==> src/rtl/piso_serializer.sv <==
// Parallel-in/serial-out stage: WIDTH-bit words arrive over valid/ready and leave MSB-first on dout.
// Optional: define SER_PARITY_EN to append an even-parity bit (XOR of the word) after every word.
module piso_serializer #(
    parameter int   WIDTH      = 8,
    parameter logic IDLE_LEVEL = 1'b0
) (
    input  logic             clk,
    input  logic             rst_n,
    input  logic [WIDTH-1:0] din_word,
    input  logic             din_valid,
    output logic             din_ready,
    output logic             dout,
    output logic             dout_valid,
    output logic             busy
);
    localparam int               CNT_W    = $clog2(WIDTH);
    localparam logic [CNT_W-1:0] LAST_BIT = CNT_W'(WIDTH - 1);

`ifdef SER_PARITY_EN
    typedef enum logic [1:0] {IDLE = 2'd0, SHIFT = 2'd1, PAR = 2'd2} state_t;
`else
    typedef enum logic {IDLE = 1'b0, SHIFT = 1'b1} state_t;
`endif

    state_t           state_reg, state_next;
    logic [WIDTH-1:0] hbuf_reg;
    logic [WIDTH-1:0] sreg_reg, sreg_next;
    logic [CNT_W-1:0] bitcnt_reg, bitcnt_next;
    logic             hvalid_reg, hvalid_next;
    logic             dout_reg, dout_next;
    logic             dout_valid_reg, dout_valid_next;
    logic             accept, load;
`ifdef SER_PARITY_EN
    logic             parity_reg, parity_next;
`endif

    // The holding buffer only accepts when empty, so accept and load never coincide.
    assign din_ready   = ~hvalid_reg & rst_n;
    assign accept      = din_valid & din_ready;
    assign hvalid_next = load ? 1'b0 : (accept ? 1'b1 : hvalid_reg);
`ifdef SER_PARITY_EN
    assign parity_next = load ? ^hbuf_reg : parity_reg;
`endif

    always_ff @(posedge clk or negedge rst_n) begin
        if (!rst_n) begin
            state_reg      <= IDLE;
            hvalid_reg     <= 1'b0;
            hbuf_reg       <= '0;
            sreg_reg       <= '0;
            bitcnt_reg     <= '0;
            dout_reg       <= IDLE_LEVEL;
            dout_valid_reg <= 1'b0;
`ifdef SER_PARITY_EN
            parity_reg     <= 1'b0;
`endif
        end else begin
            state_reg      <= state_next;
            hvalid_reg     <= hvalid_next;
            sreg_reg       <= sreg_next;
            bitcnt_reg     <= bitcnt_next;
            dout_reg       <= dout_next;
            dout_valid_reg <= dout_valid_next;
            if (accept) begin
                hbuf_reg <= din_word;
            end
`ifdef SER_PARITY_EN
            parity_reg     <= parity_next;
`endif
        end
    end

    always_comb begin
        state_next  = state_reg;
        sreg_next   = sreg_reg;
        bitcnt_next = bitcnt_reg;
        load        = 1'b0;
        case (state_reg)
            IDLE: begin
                if (hvalid_reg) begin
                    load       = 1'b1;
                    state_next = SHIFT;
                end
            end
            SHIFT: begin
                if (bitcnt_reg == LAST_BIT) begin
`ifdef SER_PARITY_EN
                    state_next = PAR;
`else
                    if (hvalid_reg) begin
                        load = 1'b1;
                    end else begin
                        state_next = IDLE;
                    end
`endif
                end else begin
                    sreg_next   = sreg_reg << 1;
                    bitcnt_next = bitcnt_reg + CNT_W'(1);
                end
            end
`ifdef SER_PARITY_EN
            PAR: begin
                if (hvalid_reg) begin
                    load       = 1'b1;
                    state_next = SHIFT;
                end else begin
                    state_next = IDLE;
                end
            end
`endif
            default: state_next = IDLE;
        endcase
        // A load restarts the frame from the buffered word's MSB with no gap.
        if (load) begin
            sreg_next   = hbuf_reg;
            bitcnt_next = '0;
        end
    end

    always_comb begin
        dout_next       = IDLE_LEVEL;
        dout_valid_next = 1'b0;
        case (state_next)
            SHIFT: begin
                dout_next       = sreg_next[WIDTH-1];
                dout_valid_next = 1'b1;
            end
`ifdef SER_PARITY_EN
            PAR: begin
                dout_next       = parity_reg;
                dout_valid_next = 1'b1;
            end
`endif
            default: begin
                dout_next       = IDLE_LEVEL;
                dout_valid_next = 1'b0;
            end
        endcase
    end

    assign dout       = dout_reg;
    assign dout_valid = dout_valid_reg;
    assign busy       = (state_reg != IDLE) | hvalid_reg;

endmodule
==> config.mk <==
export PLATFORM = sky130hd
export DESIGN_NAME = piso_serializer
export DESIGN_NICKNAME = d
export VERILOG_FILES = /design/src/rtl/piso_serializer.sv
export SDC_FILE = /design/constraint.sdc
export NUM_CORES = 1
export LEC_CHECK = 0
export ABC_AREA = 1
export CAP_MARGIN = 20
export CORE_UTILIZATION = 50
export CTS_CLUSTER_DIAMETER = 120
export CTS_CLUSTER_SIZE = 24
export DETAILED_ROUTE_END_ITERATION = 10
export DONT_BUFFER_PORTS = 1
export PLACE_DENSITY_LB_ADDON = 0.3
export SLEW_MARGIN = 0
export SYNTH_ARGS = -nofsm -noshare
export SYNTH_HDL_FRONTEND = slang
export SYNTH_SLANG_ARGS = --single-unit
export TNS_END_PERCENT = 30
==> constraint.sdc <==
create_clock -name clk -period 1.43 [get_ports clk]
set_input_delay 0.2145 -clock clk [delete_from_list [all_inputs] [get_ports clk]]
set_output_delay 0.2145 -clock clk [all_outputs]
set_load 0.02 [all_outputs]
==> metrics.md <==
| Metric | Value |
|---|---|
| Crit-path leading delay family | `flip-flops` |
| Initial antenna violation count | `0` |
| Post-Syn Nets | `approximately 110` |
| CTS Buf Count | `3` |
| Sw Share | `0.422` |
| CP Cell Sequence | `inv_1 -> nand2_2` |
| Synth cell count leaders | `nand2_1, nand3_1, dfrtp_1, buf_6, inv_1` |
| Placed insts | `122` |
| Static Leakage | `approximately 0.00052 µW` |
| Compound-cell area share of the yosys netlist | `0.0143` |
| Max stage delay cell, worst path | `dfrtp_2` |
| Worst Path Buf+Inv | `1` |
| Largest family of logic cells by synthesized area | `simple AND/OR/NAND/NOR gates` |
| Number of global-route vias before repair | `648` |
| Vias | `about 670` |
| Comb pwr share | `0.349` |
| Post-synth top area share | `0.548` |
| GR Util met3 | `0.0476` |
| # clock sinks | `21` |
| H-tree Lvls | `1` |
| Total Wirelength | `roughly 1700 µm` |
| Final non-filler cell area | `roughly 1000 µm²` |
| Gpl congestion | `0.712` |
| Synthesized cell area | `960 µm²` |
| Req. time, crit path | `between 1 and 1.5 ns` |
| Post-synthesis xor/xnor area fraction | `0` |
| Met2 usage | `0.294` |
| Die H | `around 46 µm` |
| Sum Neg Setup Slack | `0 ns` |
| Clk Latency, worst-skew pair | `0.30 ns` |
| Area growth from synthesis to layout | `5.87%` |
| Maximum clock insertion buffer count | `2` |
| Die X-Extent | `~46 µm` |
| Non-Filler Instances | `between 100 and 150` |
| Post-synthesis sequential area ratio | `0.548` |
| Setup Skew | `between 0.004 and 0.005 ns` |
| Status | `finished, final reports clean` |
| Final ANT Viol Nets | `0` |
| PwrDens | `2080 nW/µm²` |
| P_int | `about 1200 µW` |
| DRT iter0 DRCs | `10` |
| Fmax | `roughly 0.74 GHz` |
| Number of synthesized flops with an enable pin | `0` |
| Tmin final | `approximately 1.4 ns` |
| Filler cells | `183` |
| Top cells by area, synth | `dfrtp_1, nand3_1, nand2_1` |
| Initial Util | `0.544` |
| First-pass detailed-route iteration total | `4` |
| CP Capture Type | `output pin` |
| Layout cells sized above 1 | `0.173` |
| Die footprint | `2100 µm²` |
| Final Hold Viols | `0` |
| IO Count | `15` |
| CP Launch Type | `register` |
| DRC | `0` |
| First-pass GRT wire length | `approximately 2600 µm` |
| Async S/R FF share, synth | `1.00` |
| Critical path class | `register to output pin` |
| Library cells used by synthesis | `15` |
| Hold Path Class | `input port to register` |
| Hpwl dp | `about 1100 µm` |
| Post-synth top flop | `dfrtp_1` |
| Met1 usage | `0.218` |
| Final slew viol count | `0` |
| Max transition margin | `0.367` |
| Row count | `15` |
| Switching Power | `between 800 and 900 µW` |
| Nets | `118` |
| Post-Synth Simple-Gate Area | `0.344` |
| N_diodes | `0` |
| Max Cap Violations | `0` |
| Post-synth top area cell | `dfrtp_1` |
| Placed instance area | `roughly 950 µm²` |
| Clk slew on worst S/H paths | `between 0.1 and 0.15 ns` |
| Mapped Cells | `between 100 and 150` |
| Drt via density | `between 5 and 6` |
| Core ar. | `1760 µm²` |
| Gr busiest metal | `met2` |
| Flop pwr share | `0.518` |
| Post-synthesis adder-cell area fraction | `0.0261` |
| DR WL/cell | `about 13 µm` |
| WP data arrival | `1.14 ns` |
| Power, Total | `around 2100 µW` |
| Largest net degree at the start of global routing | `22` |
| Worst Tran Pin Value | `approximately 0.95 ns` |
| CTS tree | `done` |
| Yosys reg bits | `21` |
| RSZ-0062 raised after global routing | `false` |
| Avg Synthesized Cell Area | `between 9 and 10 µm²` |
| VDD IR max | `around 0.87 mV` |
| Number of flip-flops in the largest register | `8` |
| Synth warn | `0` |
| GRT Total Usage | `0.182` |
| IO buf count | `0` |
| Overflow after GRT | `0` |
| Final hold slack | `roughly 0.034 ns` |
| # setup viols final | `0` |
| Tcrit/Tclk final | `0.948` |
| Crit path largest cell delay | `0.51 ns` |
| Clock group share of total power | `0.133` |
| Mux contribution to synthesized area | `0` |
| Root Driver | `clkbuf_4` |
| CP Max Fanout | `4` |
==> final timing paths <==
path                                            from                 endpoint  slack (ns)  cells past startpoint
max in group asynchronous                      rst_n   hvalid_reg$_DFFE_PN0P_        0.30                      1
min in group asynchronous                      rst_n  sreg_reg[6]$_DFFE_PN0P_        0.49                      1
setup / recovery                dout_valid$_DFF_PN0_                     busy        0.07                      2
hold / removal                           din_word[5]  hbuf_reg[5]$_DFFE_PN0P_        0.03                      2
setup reg to reg           bitcnt_reg[0]$_DFFE_PN0P_  sreg_reg[1]$_DFFE_PN0P_        0.08                      6
hold reg to reg              hbuf_reg[7]$_DFFE_PN0P_  hbuf_reg[7]$_DFFE_PN0P_        0.49                      2
==> what timing repair did <==
item                       4_1_cts  5_1_grt
hold buffers                     1        0
gates resized for setup          3        5
setup buffers                    0        0
pin swaps                        0        2
hold endpoints to repair        21        0
setup endpoints to repair        9       10
gates cloned                     0        2
==> cells by family after synthesis <==
group,Yosys count
fa+ha+maj,2
simple gates,67
buf+inv,9
flops,21
compound gates,2
==> power by group through the flow <==
stage | clock (µW) | combinational [µW] | sequential [µW]
after floorplan | 0 | 725 | 994
after global placement | 0 | 638 | 1080
after detailed placement | 0 | 665 | 1090
after CTS | 298 | 694 | 1090
after global routing | 314 | 840 | 1130
final | 281 | 736 | 1090
==> through the flow <==
step / utilization / setup slack (ns)
after floorplan: - / 0.129
after global placement: 0.538 / 0.0545
after detailed placement: 0.538 / -0.0185
after CTS: 0.564 / 0.0137
after global routing: 0.576 / 0.00490
final: 0.576 / 0.0739
==> per-layer routing <==
metal  vias to the layer above  wire [µm]
met5                         -          0
met4                         0         45
met3                         5         74
met2                        19        793
met1                       308        772
li1                        342          -
==> final cells by class <==
cell class | count | area [µm²] | area share
clock buffers | 3 | 22.5 | 0.0222
clock inverters | 1 | 5.00 | 0.00493
inverters | 4 | 17.5 | 0.0172
multi-input cells | 73 | 394 | 0.388
flip-flops and latches | 21 | 528 | 0.520
well taps | 25 | 31.3 | 0.0308
repair buffers | 2 | 17.5 | 0.0172
==> cell usage in the layout, fill, tap and decap left out, types with 2 or more instances in the layout <==
master / instances
nand2_4: 3
dfrtp_1: 19
nand2_1: 30
nand3_1: 31
dfrtp_2: 2
inv_1: 2
ha_1: 2
clkbuf_4: 3
Note: power is estimated with default switching activity, not from simulation.
